[config.mk]
export PLATFORM = sky130hd
export DESIGN_NAME = mux_arbiter_rr
export DESIGN_NICKNAME = d
export VERILOG_FILES = /design/src/rtl/mux_arbiter_rr.sv
export SDC_FILE = /design/constraint.sdc
export NUM_CORES = 1
export LEC_CHECK = 0
export ABC_AREA = 0
export CORE_MARGIN = 3
export CORE_UTILIZATION = 47
export DETAILED_ROUTE_END_ITERATION = 8
export PLACE_DENSITY = 0.73
export SETUP_SLACK_MARGIN = 0.3
export SLEW_MARGIN = 0
export SYNTH_ARGS = -nofsm -noshare
export SYNTH_HDL_FRONTEND = slang
export SYNTH_SLANG_ARGS = --single-unit
[constraint.sdc]
create_clock -name clk_4f -period 6 [get_ports clk_4f]
set_input_delay 1.2 -clock clk_4f [delete_from_list [all_inputs] [get_ports clk_4f]]
set_output_delay 1.2 -clock clk_4f [all_outputs]
set_load 0.01 [all_outputs]
[src/rtl/mux_arbiter_rr.sv]
// mux_arbiter_rr
// Shares one DATA_WIDTH output lane among four input lanes using round-robin
// arbitration. Each input lane has a one-entry holding buffer with a
// valid/ready handshake. A registered output stage carries the granted word
// and its source lane id, and it holds its contents while pause is high.
//
// Ports
//   clk_4f              : clock; all state changes on its rising edge
//   reset               : asynchronous, active-high reset
//   Entrada0..3         : lane data words
//   validEntrada0..3    : lane data valid
//   readyEntrada0..3    : lane buffer empty (it can take a word this cycle)
//   pause               : downstream stall; freezes the output stage
//   Salida              : granted word
//   validSalida         : Salida holds a valid word
//   lane_id             : source lane of Salida
//   grant_count         : number of words loaded into the output stage (wraps)
module mux_arbiter_rr #(
  parameter int DATA_WIDTH = 8,
  parameter int CNT_WIDTH  = 16
) (
  input  logic                  clk_4f,
  input  logic                  reset,
  input  logic [DATA_WIDTH-1:0] Entrada0,
  input  logic [DATA_WIDTH-1:0] Entrada1,
  input  logic [DATA_WIDTH-1:0] Entrada2,
  input  logic [DATA_WIDTH-1:0] Entrada3,
  input  logic                  validEntrada0,
  input  logic                  validEntrada1,
  input  logic                  validEntrada2,
  input  logic                  validEntrada3,
  output logic                  readyEntrada0,
  output logic                  readyEntrada1,
  output logic                  readyEntrada2,
  output logic                  readyEntrada3,
  input  logic                  pause,
  output logic [DATA_WIDTH-1:0] Salida,
  output logic                  validSalida,
  output logic [1:0]            lane_id,
  output logic [CNT_WIDTH-1:0]  grant_count
);

  typedef enum logic [1:0] {IDLE, SEND, HOLD} state_t;

  state_t                state, state_nxt;
  logic [3:0]            full;
  logic [DATA_WIDTH-1:0] lane_buf [4];
  logic [DATA_WIDTH-1:0] din [4];
  logic [3:0]            vin, rdy, acc;
  logic [1:0]            ptr, gnt_idx, cand;
  logic                  gnt_any, load_ok, do_grant;
  logic [3:0]            gnt_mask;

  assign din[0] = Entrada0;
  assign din[1] = Entrada1;
  assign din[2] = Entrada2;
  assign din[3] = Entrada3;
  assign vin    = {validEntrada3, validEntrada2, validEntrada1, validEntrada0};

  assign rdy = ~full & {4{~reset}};
  assign acc = vin & rdy;

  assign readyEntrada0 = rdy[0];
  assign readyEntrada1 = rdy[1];
  assign readyEntrada2 = rdy[2];
  assign readyEntrada3 = rdy[3];

  // HOLD behaves like SEND once pause drops, so any state loads when unpaused.
  assign load_ok = !pause;

  // First full lane at or after the pointer, in rotating order.
  always_comb begin
    gnt_any = 1'b0;
    gnt_idx = ptr;
    cand    = '0;
    for (int unsigned i = 0; i < 4; i++) begin
      cand = ptr + 2'(i);
      if (!gnt_any && full[cand]) begin
        gnt_any = 1'b1;
        gnt_idx = cand;
      end
    end
  end

  assign do_grant = load_ok && gnt_any;
  assign gnt_mask = do_grant ? (4'b0001 << gnt_idx) : '0;

  always_comb begin
    state_nxt = state;
    case (state)
      IDLE: if (do_grant) state_nxt = SEND;
      SEND, HOLD: begin
        if (pause)        state_nxt = HOLD;
        else if (gnt_any) state_nxt = SEND;
        else              state_nxt = IDLE;
      end
      default: state_nxt = IDLE;
    endcase
  end

  assign validSalida = (state != IDLE);

  always_ff @(posedge clk_4f or posedge reset) begin
    if (reset) begin
      state       <= IDLE;
      full        <= '0;
      ptr         <= '0;
      Salida      <= '0;
      lane_id     <= '0;
      grant_count <= '0;
      for (int unsigned i = 0; i < 4; i++) lane_buf[i] <= '0;
    end else begin
      state <= state_nxt;
      for (int unsigned i = 0; i < 4; i++) begin
        if (acc[i]) lane_buf[i] <= din[i];
      end
      if (do_grant) begin
        Salida      <= lane_buf[gnt_idx];
        lane_id     <= gnt_idx;
        ptr         <= gnt_idx + 2'd1;
        grant_count <= grant_count + CNT_WIDTH'(1);
      end
      // A granted lane was full, so it cannot also accept on this edge.
      full <= (full & ~gnt_mask) | acc;
    end
  end

endmodule
; After elaboration in Yosys (flattened, before gate mapping)
; Cells that the tools add are included.
[word_totals]
out_inout_bits = 31
reg_bits = 66
in_bits = 39
wordCells = 66
[classes]
bitwise = 8
shifts = 1
n_eq_ne = 3
n_lt_le_gt_ge = 5
mux = 23
reduce_logical = 11
addsub = 5
[op_table]
columns = cell, count
row1 = adder 16 x 1 -> 16 bit (second input constant), 1
row2 = binary-select mux 8 bit (select 2 bit), 1
row3 = two-way mux 8 bit, 2
row4 = AND 4 bit, 3
row5 = < comparator 2 x 3 -> 1 bit (second input constant), 4
row6 = two-way mux 2 bit, 5
row7 = two-way mux 1 bit, 9
row8 = binary-select mux 1 bit (select 2 bit), 4
row9 = inverter 4 bit, 2
row10 = adder 2 x 1 -> 2 bit (second input constant), 2
row11 = adder 2 bit (second input constant), 2
row12 = logical AND 1 bit, 4
row13 = zero test 1 bit, 4
row14 = two-way mux 4 bit, 1
row15 = OR 4 bit, 1
row16 = case mux 2 bit (2 select lines), 1
row17 = << shifter 1 x 2 -> 4 bit (first input constant), 1
row18 = >= comparator 3 bit (second input constant), 1
row19 = inverter 2 -> 3 bit, 1
row20 = equality test 2 x 1 -> 1 bit (second input constant), 1
row21 = equality test 2 bit (second input constant), 1
row22 = zero test 2 bit, 1
row23 = inequality test 2 bit (second input constant), 1
row24 = nonzero test 2 bit, 1
row25 = other kinds (2), 2

; Logic depth before layout (Yosys ltp)
[logic_depth]
ltp_word = 17
depth_mapped = 8

; Least setup slack after synthesis
; Ideal clock, no wire load.
[synth_timing]
kind = input -> output
startpoint = input reset
endpoint = output readyEntrada0
path_slack_ns = 3.424
cell_stages = 1
arrival_time_ns = 1.376
t_required_ns = 4.800
path_cell_list = nor2_1
[synth_via]
elab_chain_cells = 2
[synth_lines]
columns = element, line
row1 = start: declaration, 23  ; input logic reset,
row2 = inverter 1 bit, 60  ; assign rdy = ~full & {4{~reset}};
row3 = AND 4 bit, 60
row4 = end: declaration, 32  ; output logic readyEntrada0,
; Every way passes these cells.

; Final worst setup path
[layout_timing]
startpoint = input reset
endpoint = output readyEntrada3
[layout_via]
elab_chain_cells = 2
[layout_lines]
columns = element, line
row1 = inverter 1 bit, 60
row2 = AND 4 bit, 60
row3 = end: declaration, 35  ; output logic readyEntrada3,
; Every way passes these cells.

==> results.md <==
- The period utilization is 61.5%.
- After synthesis, the largest family of logic cells by area is compound AO/OA/AOI/OAI gates.
- The Yosys step of the flow raised 0 warnings.
- In this run the critical register-to-register path is launched from full[2].
- The sequential area share after synthesis is 51.1%.
- The weighted congestion at the end of routability-driven global placement is 0.839.
- The post-synthesis average cell area is 11.9 µm².
- The count of clock tree sinks is 66.
- In the synthesized netlist, mux cells make up 10.8% of the area.
- The path with the worst hold slack has its endpoint at lane_id[0].
- Combinational cells account for 47.4% of the total power.
- The number of placement rows is 29.
- For the worst setup path, the data required time is 4.80 ns.
- The design internal power is 1270 µW.
- Per report_power, the clock group accounts for 15.1% of the total.
- The core area is 6490 µm².
- STA classifies the critical path endpoint as an output port.
- The clock slew seen by the registers of the worst setup and hold paths is 0.07 ns.
- The CTS tree is done.
- The number of slew-limit violations in the final report came to 0.
- For this run, design rule violations remaining after detail routing come to 0.
- Of the cells placed in the final design, the portion with a size suffix greater than 1 is 19.2%.
- The cell sitting at the root of the clock tree is a clkbuf_8.
- The final antenna-violating net count is 0.
- Measured against its own limit, the worst slew margin works out to 29.7%.
- The most common cell after layout, fill and taps aside is clkdlybuf4s50_1.
- Net switching is 39.4% of the power.
- The startpoint identified for the worst hold timing path is lane_id[0].
- The mapped netlist covers 3230 µm².
- Along the worst hold path, the cell count comes to 2.
- The worst path setup slack after routing is 2.31 ns.
- 70 I/O pins were placed.
- After filler insertion, the fill cell instance count of the layout stands at 531.
- Gates resized during post-CTS repair numbered 0.
- The clock period minus final worst setup slack is 3.69 ns.
- The maximum fanout along the worst path is 5.
- The analysis attributes to cell leakage a power of 0.00169 µW.
- The number of flip-flops and latches in the synthesized netlist is 66.
- The largest net degree at the start of global routing is 50.
- The run finished with clean final reports.
- In this run, post-CTS hold repair placed 0 buffers.
- Before CTS, the worst setup slack after placement is 2.31 ns.
- Summed over all nets, the half-perimeter wirelength after detailed placement is 4930 µm.
- The floorplan step set the die width to 89.0 µm.
- The number of global-route vias before repair is 2242.
- Using the TritonRoute via totals, the vias-per-cell ratio works out to 5.40.
- Compared with the post-synthesis result, the final layout area differs by 26.8%.
- The simple logic cell fraction of the synthesized area is 11.8%.
- The total of max-cap violations is 0.
- The overall die area is 7910 µm².
- The count of buffers inserted at the top-level ports is 69.
- The setup total negative slack is 0 ns.
- The number of antenna violations at the first check in global routing is 0.
- In this run, the number of DRC markers left after iteration 0 of detailed routing was 128.
- The longest clock path from root to sink contains 2 buffers.
- Counting distinct cell types in the post-synthesis netlist gives 42.
- The routed design has 6800 µm of wire.
- Per report_power, the sequential group accounts for 37.5% of the total.
- The path category of the worst min-delay check is register to register.
- The end of the worst register-to-register path is Salida[6].
- The number of buffers inserted to repair setup after CTS is 0.
- The synthesized-area fraction occupied by adder cells is 1.16%.
- In the global route stage, overall resource usage came out at 18.4%.
- The worst setup path is launched from an input port.
- The power density over cell area is 510 nW/µm².
- For this run the aggregate overflow at the end of global routing stands at 0.
- When the netlist entered floorplanning its net count stood at 313.
- The area share of xor/xnor cells in the synthesized design is 4.33%.
- The net total in the final layout is 380.
- The data arrival time of the critical path is 2.49 ns.
- The die outline height is 89.0 µm.
- The top cell types in the final layout, fill and taps aside, are 69 x clkdlybuf4s50_1, 66 x dfrtp_1, 24 x mux2_2.
- The net switching power is 824 µW.
- The worst-skew pair later-pin latency is 0.33 ns.
- For this configuration, the core starts out at a cell density of 49.8%.
- The global-route wire length before repair is 11000 µm.
- For the pin with the worst max-slew slack, the measured transition is 1.05 ns.
- In this run the number of H-tree levels came out at 3.
- The cell depth of the worst flop-to-flop path is 6.
- The total iterations of the first detailed-routing run is 4.
- The TritonCTS buffer count is 9.
- Summing the areas of all compound-gate instances in the mapped netlist gives 15.9% of the synthesized area.
- The cell count after synthesis is 271.
- The setup slack of the most critical reg-to-reg path is 3.48 ns.
- The final setup violation count is 0.
- Based on the critical path, the design can be clocked at up to 0.271 GHz.
- Setup repair after global routing left no endpoint under its margin.
- Dividing the detail-routed wire length by the instance count gives 16.2 µm.
- The number of hold violations in the final report is 0.
- The worst setup path is of the input port to output port kind.
- The repair_antennas step left the layout with diodes totalling 0.
- The total vias in the final route is 2266.
- The largest clock skew in the final design is 0.00750 ns.
- The worst vdd rail ir drop is 0.000245 V.
[layer usage]
| layer | GRT usage [%] | part of all wire, % | vias to the layer above |
|---|---|---|---|
| met5 | 0 | 0 | - |
| met4 | 7.71 | 1.2 | 0 |
| met3 | 3.13 | 5.9 | 7 |
| met2 | 28.0 | 47 | 68 |
| met1 | 26.3 | 46 | 1112 |
| li1 | - | - | 1079 |
[metrics by stage]
step                      utilization, %  hold slack [ns]  area [µm²]  std cells  power, µW
after floorplan                        -            0.480        3230        271       1540
after global placement              60.7            0.461        3940        404       1760
after detailed placement            60.7            0.463        3940        404       1790
after CTS                           63.1            0.489        4100        420       2110
after global routing                63.1            0.523        4100        420       2230
final                               63.1            0.485        4100        420       2090
[worst max path at each step]
stage / cells past startpoint / slack (ns) / endpoint / from
6_report: 3 / 2.31 / readyEntrada3 / reset
5_1_grt: 3 / 2.27 / readyEntrada3 / reset
4_1_cts: 3 / 2.29 / readyEntrada3 / reset
3_5_place_dp: 3 / 2.31 / readyEntrada3 / reset
3_3_place_gp: 3 / 2.30 / readyEntrada3 / reset
2_1_floorplan: 1 / 3.15 / Salida[0] / reset
[worst max-delay path: stages]
cell             delay [ns]
clkdlybuf4s50_1        0.52
nor2_1                 0.20
clkdlybuf4s50_1        0.57
[power groups by stage]
stage	clock, µW	sequential, µW	combinational (µW)
floorplan	0	773	766
global placement	0	788	971
detailed placement	0	793	998
CTS	324	786	1000
global route	343	810	1070
finish	316	784	991
[registers in the layout (all words and copies together), names as in the netlist]
signal	flops
ptr	2
lane_buf	32
state	2
full	4
Salida	8
grant_count	16
lane_id	2
[cells in the mapped netlist, drive strengths merged]
| cell | n | area share (%) |
|---|---|---|
| nor3b | 1 | 0.23 |
| or3b | 1 | 0.27 |
| nand2 | 23 | 2.7 |
| nand4 | 3 | 0.58 |
| nand2b | 1 | 0.19 |
| a32o | 1 | 0.31 |
| nor4 | 1 | 0.39 |
| clkbuf | 7 | 0.81 |
| and3 | 4 | 0.77 |
| nand3 | 9 | 1.4 |
| a21boi | 1 | 0.23 |
| xnor2 | 16 | 4.3 |
| nand3b | 1 | 0.23 |
| nor4b | 1 | 0.27 |
| a2111oi | 8 | 6.0 |
| o21ai | 16 | 2.8 |
| a21o | 5 | 1.2 |
| mux2 | 24 | 8.4 |
| inv | 14 | 1.6 |
| a21oi | 1 | 0.15 |
| nor2b | 3 | 0.89 |
| or3 | 1 | 0.19 |
| nor2 | 15 | 1.7 |
| dfrtp | 66 | 51 |
| or2 | 1 | 0.19 |
| ha | 3 | 1.2 |
| a31oi | 8 | 1.5 |
| buf | 9 | 2.4 |
| o21bai | 1 | 0.35 |
| and2 | 8 | 1.5 |
| o31ai | 1 | 0.23 |
| a211oi | 8 | 3.1 |
| and4 | 1 | 0.27 |
| mux2i | 8 | 2.5 |
[cell type report]
| class | instances | area (µm²) | share of cell area (%) |
|---|---|---|---|
| clock buffers | 10 | 128 | 3.11 |
| clock inverters | 6 | 33.8 | 0.824 |
| inverters | 14 | 52.6 | 1.28 |
| multi-input cells | 175 | 1430 | 34.8 |
| flip-flops and latches | 66 | 1650 | 40.3 |
| well taps | 77 | 96.3 | 2.35 |
| repair buffers | 72 | 713 | 17.4 |
[cell families after synthesis]
group,Yosys count
adder cells (fa/ha/maj),3
AND/OR/NAND/NOR,74
buffers and inverters,30
flip-flops,66
XOR/XNOR,16
AO/OA/AOI/OAI,50
multiplexers,32
No activity file was read; power rests on OpenSTA's default activity.
